--- src/rtl/switch_pulse_seq.sv ---
// Break-before-make S/R pulse sequencer for the photonic-switch RS flip-flop stage.
// Optional feature: define RETRIGGER_EN to let trigger edges in HOLD extend the hold time.
module switch_pulse_seq #(
  parameter int PULSE_W     = 4,
  parameter int HOLD_CYCLES = 100,
  parameter int DEAD_CYCLES = 2,
  parameter int CNT_W       = 8
) (
  input  logic             clk,
  input  logic             reset,
  input  logic             trig,
  input  logic             enable,
  output logic             S,
  output logic             R,
  output logic             busy,
  output logic [CNT_W-1:0] missed
);

  localparam int MAX_PH = (PULSE_W > HOLD_CYCLES) ? PULSE_W : HOLD_CYCLES;
  localparam int MAX_C  = (MAX_PH > DEAD_CYCLES) ? MAX_PH : DEAD_CYCLES;
  localparam int CW     = $clog2(MAX_C + 1);

`ifdef RETRIGGER_EN
  localparam bit RETRIG = 1'b1;
`else
  localparam bit RETRIG = 1'b0;
`endif

  typedef enum logic [2:0] {IDLE, SET, HOLD, RST, DEAD} state_e;

  state_e           state_q, state_d;
  logic [CW-1:0]    cnt_q, cnt_d;
  logic [CNT_W-1:0] missed_q, missed_d;
  logic             s_q, s_d, r_q, r_d, busy_q, busy_d;
  logic             ff1_q, ff2_q, ff3_q;
  logic             trig_edge;
  logic             count_miss;

  assign trig_edge = ff2_q & ~ff3_q;

  always_comb begin
    // NOTE: every variable gets a default before the case so no path can infer a latch.
    state_d    = state_q;
    cnt_d      = cnt_q;
    missed_d   = missed_q;
    count_miss = 1'b0;

    unique case (state_q)
      IDLE: begin
        if (trig_edge && enable) begin
          state_d = SET;
          cnt_d   = CW'(PULSE_W);
        end
      end
      SET: begin
        count_miss = trig_edge;
        if (cnt_q == CW'(1)) begin
          state_d = HOLD;
          cnt_d   = CW'(HOLD_CYCLES);
        end else begin
          cnt_d = cnt_q - CW'(1);
        end
      end
      HOLD: begin
        // A retrigger takes priority over the hold expiring in the same cycle.
        if (RETRIG && trig_edge) begin
          cnt_d = CW'(HOLD_CYCLES);
        end else begin
          count_miss = trig_edge;
          if (cnt_q == CW'(1)) begin
            state_d = RST;
            cnt_d   = CW'(PULSE_W);
          end else begin
            cnt_d = cnt_q - CW'(1);
          end
        end
      end
      RST: begin
        count_miss = trig_edge;
        if (cnt_q == CW'(1)) begin
          if (DEAD_CYCLES == 0) begin
            state_d = IDLE;
            cnt_d   = '0;
          end else begin
            state_d = DEAD;
            cnt_d   = CW'(DEAD_CYCLES);
          end
        end else begin
          cnt_d = cnt_q - CW'(1);
        end
      end
      DEAD: begin
        count_miss = trig_edge;
        if (cnt_q == CW'(1)) begin
          state_d = IDLE;
          cnt_d   = '0;
        end else begin
          cnt_d = cnt_q - CW'(1);
        end
      end
      default: begin
        state_d = IDLE;
        cnt_d   = '0;
      end
    endcase

    if (count_miss && (missed_q != '1)) begin
      missed_d = missed_q + CNT_W'(1);
    end

    // Outputs decode the next state so they change on the same edge as the state.
    s_d    = (state_d == SET);
    r_d    = (state_d == RST);
    busy_d = (state_d != IDLE);
  end

  always_ff @(posedge clk) begin
    // NOTE: non-blocking assignments keep every register sampling pre-edge values.
    if (reset) begin
      state_q  <= IDLE;
      cnt_q    <= '0;
      missed_q <= '0;
      s_q      <= 1'b0;
      r_q      <= 1'b0;
      busy_q   <= 1'b0;
      ff1_q    <= 1'b0;
      ff2_q    <= 1'b0;
      ff3_q    <= 1'b0;
    end else begin
      state_q  <= state_d;
      cnt_q    <= cnt_d;
      missed_q <= missed_d;
      s_q      <= s_d;
      r_q      <= r_d;
      busy_q   <= busy_d;
      ff1_q    <= trig;
      ff2_q    <= ff1_q;
      ff3_q    <= ff2_q;
    end
  end

  assign S      = s_q;
  assign R      = r_q;
  assign busy   = busy_q;
  assign missed = missed_q;

endmodule

--- config.mk ---
export PLATFORM = sky130hd
export DESIGN_NAME = switch_pulse_seq
export DESIGN_NICKNAME = d
export VERILOG_FILES = /design/src/rtl/switch_pulse_seq.sv
export SDC_FILE = /design/constraint.sdc
export NUM_CORES = 1
export LEC_CHECK = 0
export BUFFER_PORTS_ARGS = -buffer_cell sky130_fd_sc_hd__buf_4
export CORE_AREA = 4 4 68 51
export DETAILED_ROUTE_END_ITERATION = 16
export DIE_AREA = 0 0 72 55
export PLACE_DENSITY = 0.74
export SLEW_MARGIN = 25
export SYNTH_ARGS = -nofsm -noshare
export SYNTH_HDL_FRONTEND = slang
export SYNTH_SLANG_ARGS = --single-unit
--- constraint.sdc ---
create_clock -name clk -period 1.5 [get_ports clk]
set_input_delay 0 -clock clk [delete_from_list [all_inputs] [get_ports clk]]
set_output_delay 0 -clock clk [all_outputs]
set_load 0.02 [all_outputs]
==> flow_summary_export.csv <==
group,metric,value,unit
setup_path,crit_chain,"or4_4 > nor3_4 > o311a_4 > o21a_1",
die,initial_util,49.8,%
finish,antenna_cells_inserted,0,
setup_path,setup.worst_path.start_class,"flip-flop",
power_and_ir_drop,power.switching_fraction,26.3,%
power_and_ir_drop,power_density,811,nW/µm²
route,num_vias,1439,
timing,setup_slack,-81.1,ps
synthesis,synth_fp_nets,167,
finish,layout.filler_cells,199,
power_and_ir_drop,p_leak,0.781,nW
synthesis,synth-seq-cells,24,
synthesis,yosys.area_share.simple,28.4,%
worst_hold_path,min_delay_worst_endpoint,"missed[4]",
clock_network,clkTransAtPathRegs,90,ps
setup_path,rr_worst_depth,4,
clock_network,clk_path_buf_depth,2,
power_and_ir_drop,power.total,0.00160,W
global_route,maximum_number_of_pins_on_one_net_before_global_route_repair,24,
route,antenna_left,0,
placement,dp_hpwl,2820,µm
timing,skew,4.11,ps
clock_network,tritoncts_clock_tree,"done",
setup_path,critical_path_arrival,1810,ps
setup_path,worst_path_maximum_fanout,4,
clock_network,cts_inserted_buffers,3,
placement,placement.io_buffers,14,
die,die_h,55,µm
timing,final.period_utilization,105,%
placement,dpl-instance-area,1730,µm²
synthesis,synth.cell_area,1380,µm²
die,design.die.area,3960,µm²
clock_network,worstSkewPairLatency,270,ps
setup_path,reg2reg_slack,-80,ps
synthesis,yosys.cell_types.count,52,
die,core.rowCount,16,
global_route,grt_first_pass_wirelength,6420,µm
route,detail_route.iter0.violations,101,
route,routed_wl,4150,µm
timing,fin_tns_setup,-364,ps
finish,finalNetCount,212,
die,dieWidth,72,µm
outcome,failed_checks,"negative setup slack",
power_and_ir_drop,intPower,0.00118,W
setup_path,timing.critical_path.slowest_stage_cell,"or4_4",
synthesis,synth_area_per_cell,8.59,µm²
synthesis,most_instantiated_flip_flop_cell_in_the_synthesis_netlist,"dfxtp_1",
route,route.detailed.drc,0,
power_and_ir_drop,combinationalPowerShare,21.9,%
worst_hold_path,timing.hold.worst.start,"reset",
timing,worst_slew_pin_slew,319,ps
synthesis,ys_warn_count,0,
synthesis,synth_mux_area_share,0,%
synthesis,number_of_synthesized_flops_with_an_enable_pin,0,
synthesis,synth-compound-area-share,23.6,%
route,route.detailed.vias_per_inst,6.00,
route,firstDrtPassIters,4,
synthesis,synthXorXnorAreaFrac,4.46,%
timing,hold_slack,98.6,ps
global_route,globalRouteTotalUtil,21.3,%
worst_hold_path,hold_depth,2,
timing,grt_setup_unrepaired,"true",
power_and_ir_drop,relative_contribution_of_the_clock_network_to_total_power,36.0,%
die,design.portCount,15,
synthesis,synth_fa_ha_area_share,2.73,%
setup_path,worst_path_largest_cell_delay,590,ps
timing,hold_violations,0,
synthesis,most_area_consuming_cells_after_synthesis,"dfxtp_1 35%, a21oi_1 3.6%, nand3_1 3.6%, o31ai_1 3.3%, nor2_1 3.0%",
clock_network,clock-root-buffer,"clkbuf_8",
synthesis,netlist.top_cell.by_area,"dfxtp_1",
setup_path,setup_crit_end_kind,"flip-flop",
clock_network,htree_levels,1,
timing,final_number_of_setup_violating_endpoints,8,
setup_path,regToRegEndpoint,"S",
synthesis,post_synth_inst_count,160,
synthesis,synth_top_family_by_area,"simple AND/OR/NAND/NOR gates",
global_route,gr-total-overflow,0,
timing,timing.final.crit_period,1580,ps
power_and_ir_drop,vdd_ir_drop_max,0.000608,V
job,drv.max_cap_violation_count,0,
setup_path,worst_r2r_startpoint,"cnt_q[3]",
placement,globalplace.congestion,0.911,
timing,achievable-frequency,0.632,GHz
finish,final_cell_area,1980,µm²
finish,final_core_utilization,71.6,%
route,wire_length_per_cell,17.3,µm
synthesis,asyncSetResetFlopFracSynth,0,%
power_and_ir_drop,p_seq_share,42.1,%
timing,slew_headroom,78.7,%
setup_path,critical_path_class,"flip-flop to flip-flop",
finish,drive_gt1_share,44.1,%
synthesis,synth_sequential_area_ratio,34.9,%
die,design.core.area,2760,µm²
global_route,number_of_antenna_violations_at_the_first_check_in_global_routing,0,
outcome,run_status,"complete, but fails checks",
setup_path,critPathRequiredTime,1720,ps
finish,synthToLayoutAreaGrowth,43.9,%
timing,final_report_max_slew_violation_count,0,
clock_network,cts.sinks,24,
global_route,first_global_vias,1334,
power_and_ir_drop,power.switching,0.000421,W
synthesis,synth.top_cell.area_share,34.9,%
worst_hold_path,holdCritPathClass,"input pin to flip-flop",
## metal layers
layer | GRT usage (%) | share of wire, % | vias to the layer above
met5 | 0 | 0 | -
met4 | 6.56 | 1.5 | 0
met2 | 34.6 | 46 | 64
li1 | - | - | 694
met3 | 4.87 | 7.7 | 12
met1 | 28.6 | 44 | 669
## final cells by class
| cell class | instances | area, µm² | area share, % |
|---|---|---|---|
| Clock inverter | 1 | 30.0 | 1.52 |
| Clock buffer | 3 | 41.3 | 2.09 |
| Tap cell | 36 | 45.0 | 2.28 |
| Timing Repair Buffer | 50 | 397 | 20.1 |
| Sequential cell | 24 | 500 | 25.3 |
| Multi-Input combinational cell | 118 | 935 | 47.2 |
| Inverter | 8 | 30.0 | 1.52 |
## state kept, by name, summed over array words and instances (netlist names)
register  flops
ff3_q         1
ff1_q         1
busy          1
state_q       3
S             1
R             1
cnt_q         7
ff2_q         1
missed        8
## synthesized netlist by cell type (2+ instances only)
master and count:
dfxtp_1 24, inv_1 8, o2111ai_1 2, clkbuf_1 4
and3_1 2, nor3_1 8, o211ai_1 2, nor2_1 11
xnor2_1 3, o21ai_0 4, ha_1 3, nand2b_1 2
nand4_1 2, nand2_1 4, or4_1 4, or2_2 2
o31ai_1 6, o21a_1 2, a211oi_1 2, or3_1 4
nand3_1 10, xor2_1 4, a21oi_1 10, o41ai_1 2
buf_2 5, nor2b_1 4
## worst max path at each step
stage                      endpoint  depth (start not counted)  startpoint  slack, ps
after global routing       cnt_q[2]                          4    cnt_q[3]       -160
final                             S                          4    cnt_q[3]        -80
after global placement     cnt_q[0]                          5  state_q[0]       -140
after floorplan                busy                          6    cnt_q[1]         -8
after CTS                      busy                          4    cnt_q[3]        -60
after detailed placement  missed[2]                          5  state_q[2]       -150
## cells in the final DEF, fill, tap and decap left out, drive strengths merged, types with 3 or more instances in the layout
master / synthesis / routed
nand2: 4 / 4
nand3: 10 / 10
or3: 4 / 4
o21ai: 5 / 5
dfxtp: 24 / 24
inv: 8 / 8
clkbuf: 4 / 3
buf: 6 / 49
nor2b: 4 / 4
xnor2: 3 / 3
o31ai: 6 / 6
or4: 5 / 5
nor3: 9 / 9
ha: 3 / 3
xor2: 4 / 4
or2: 3 / 3
a21oi: 10 / 10
nor2: 12 / 12
## what timing repair did
| action | in CTS | in global routing |
|---|---|---|
| setup buffers | 1 | 1 |
| pin swaps | 12 | 11 |
| hold endpoints to repair | 1 | 0 |
| gates cloned | 0 | 0 |
| endpoints found under the setup margin | 18 | 19 |
| gates resized for setup | 22 | 18 |
| hold buffers | 1 | 0 |
## stage by stage
step | worst slack [ps] | std cells
CTS | -62.7 | 239
finish | -81.1 | 240
detailed placement | -151 | 233
global placement | -136 | 233
global route | -157 | 240
floorplan | -8.34 | 160
## cells by family after synthesis
group | after synthesis
simple gates | 64
compound gates | 44
flops | 24
buf+inv | 18
xor+xnor | 7
fa+ha+maj | 3
## worst max-delay path: cells and delay by family (launching register included)
| family | cells | cell delay [ps] |
|---|---|---|
| and+or+nand+nor | 2 | 830 |
| DFF | 1 | 350 |
| AOI/OAI and AO/OA | 2 | 340 |
## power groups by stage
stage	registers, W	logic (W)	clock network, W
after floorplan	0.000693	0.000177	0
after global routing	0.000679	0.000380	0.000604
after global placement	0.000693	0.000283	0
after detailed placement	0.000693	0.000292	0
after CTS	0.000680	0.000322	0.000580
final	0.000675	0.000352	0.000577
(Power assumes the default switching activity.)
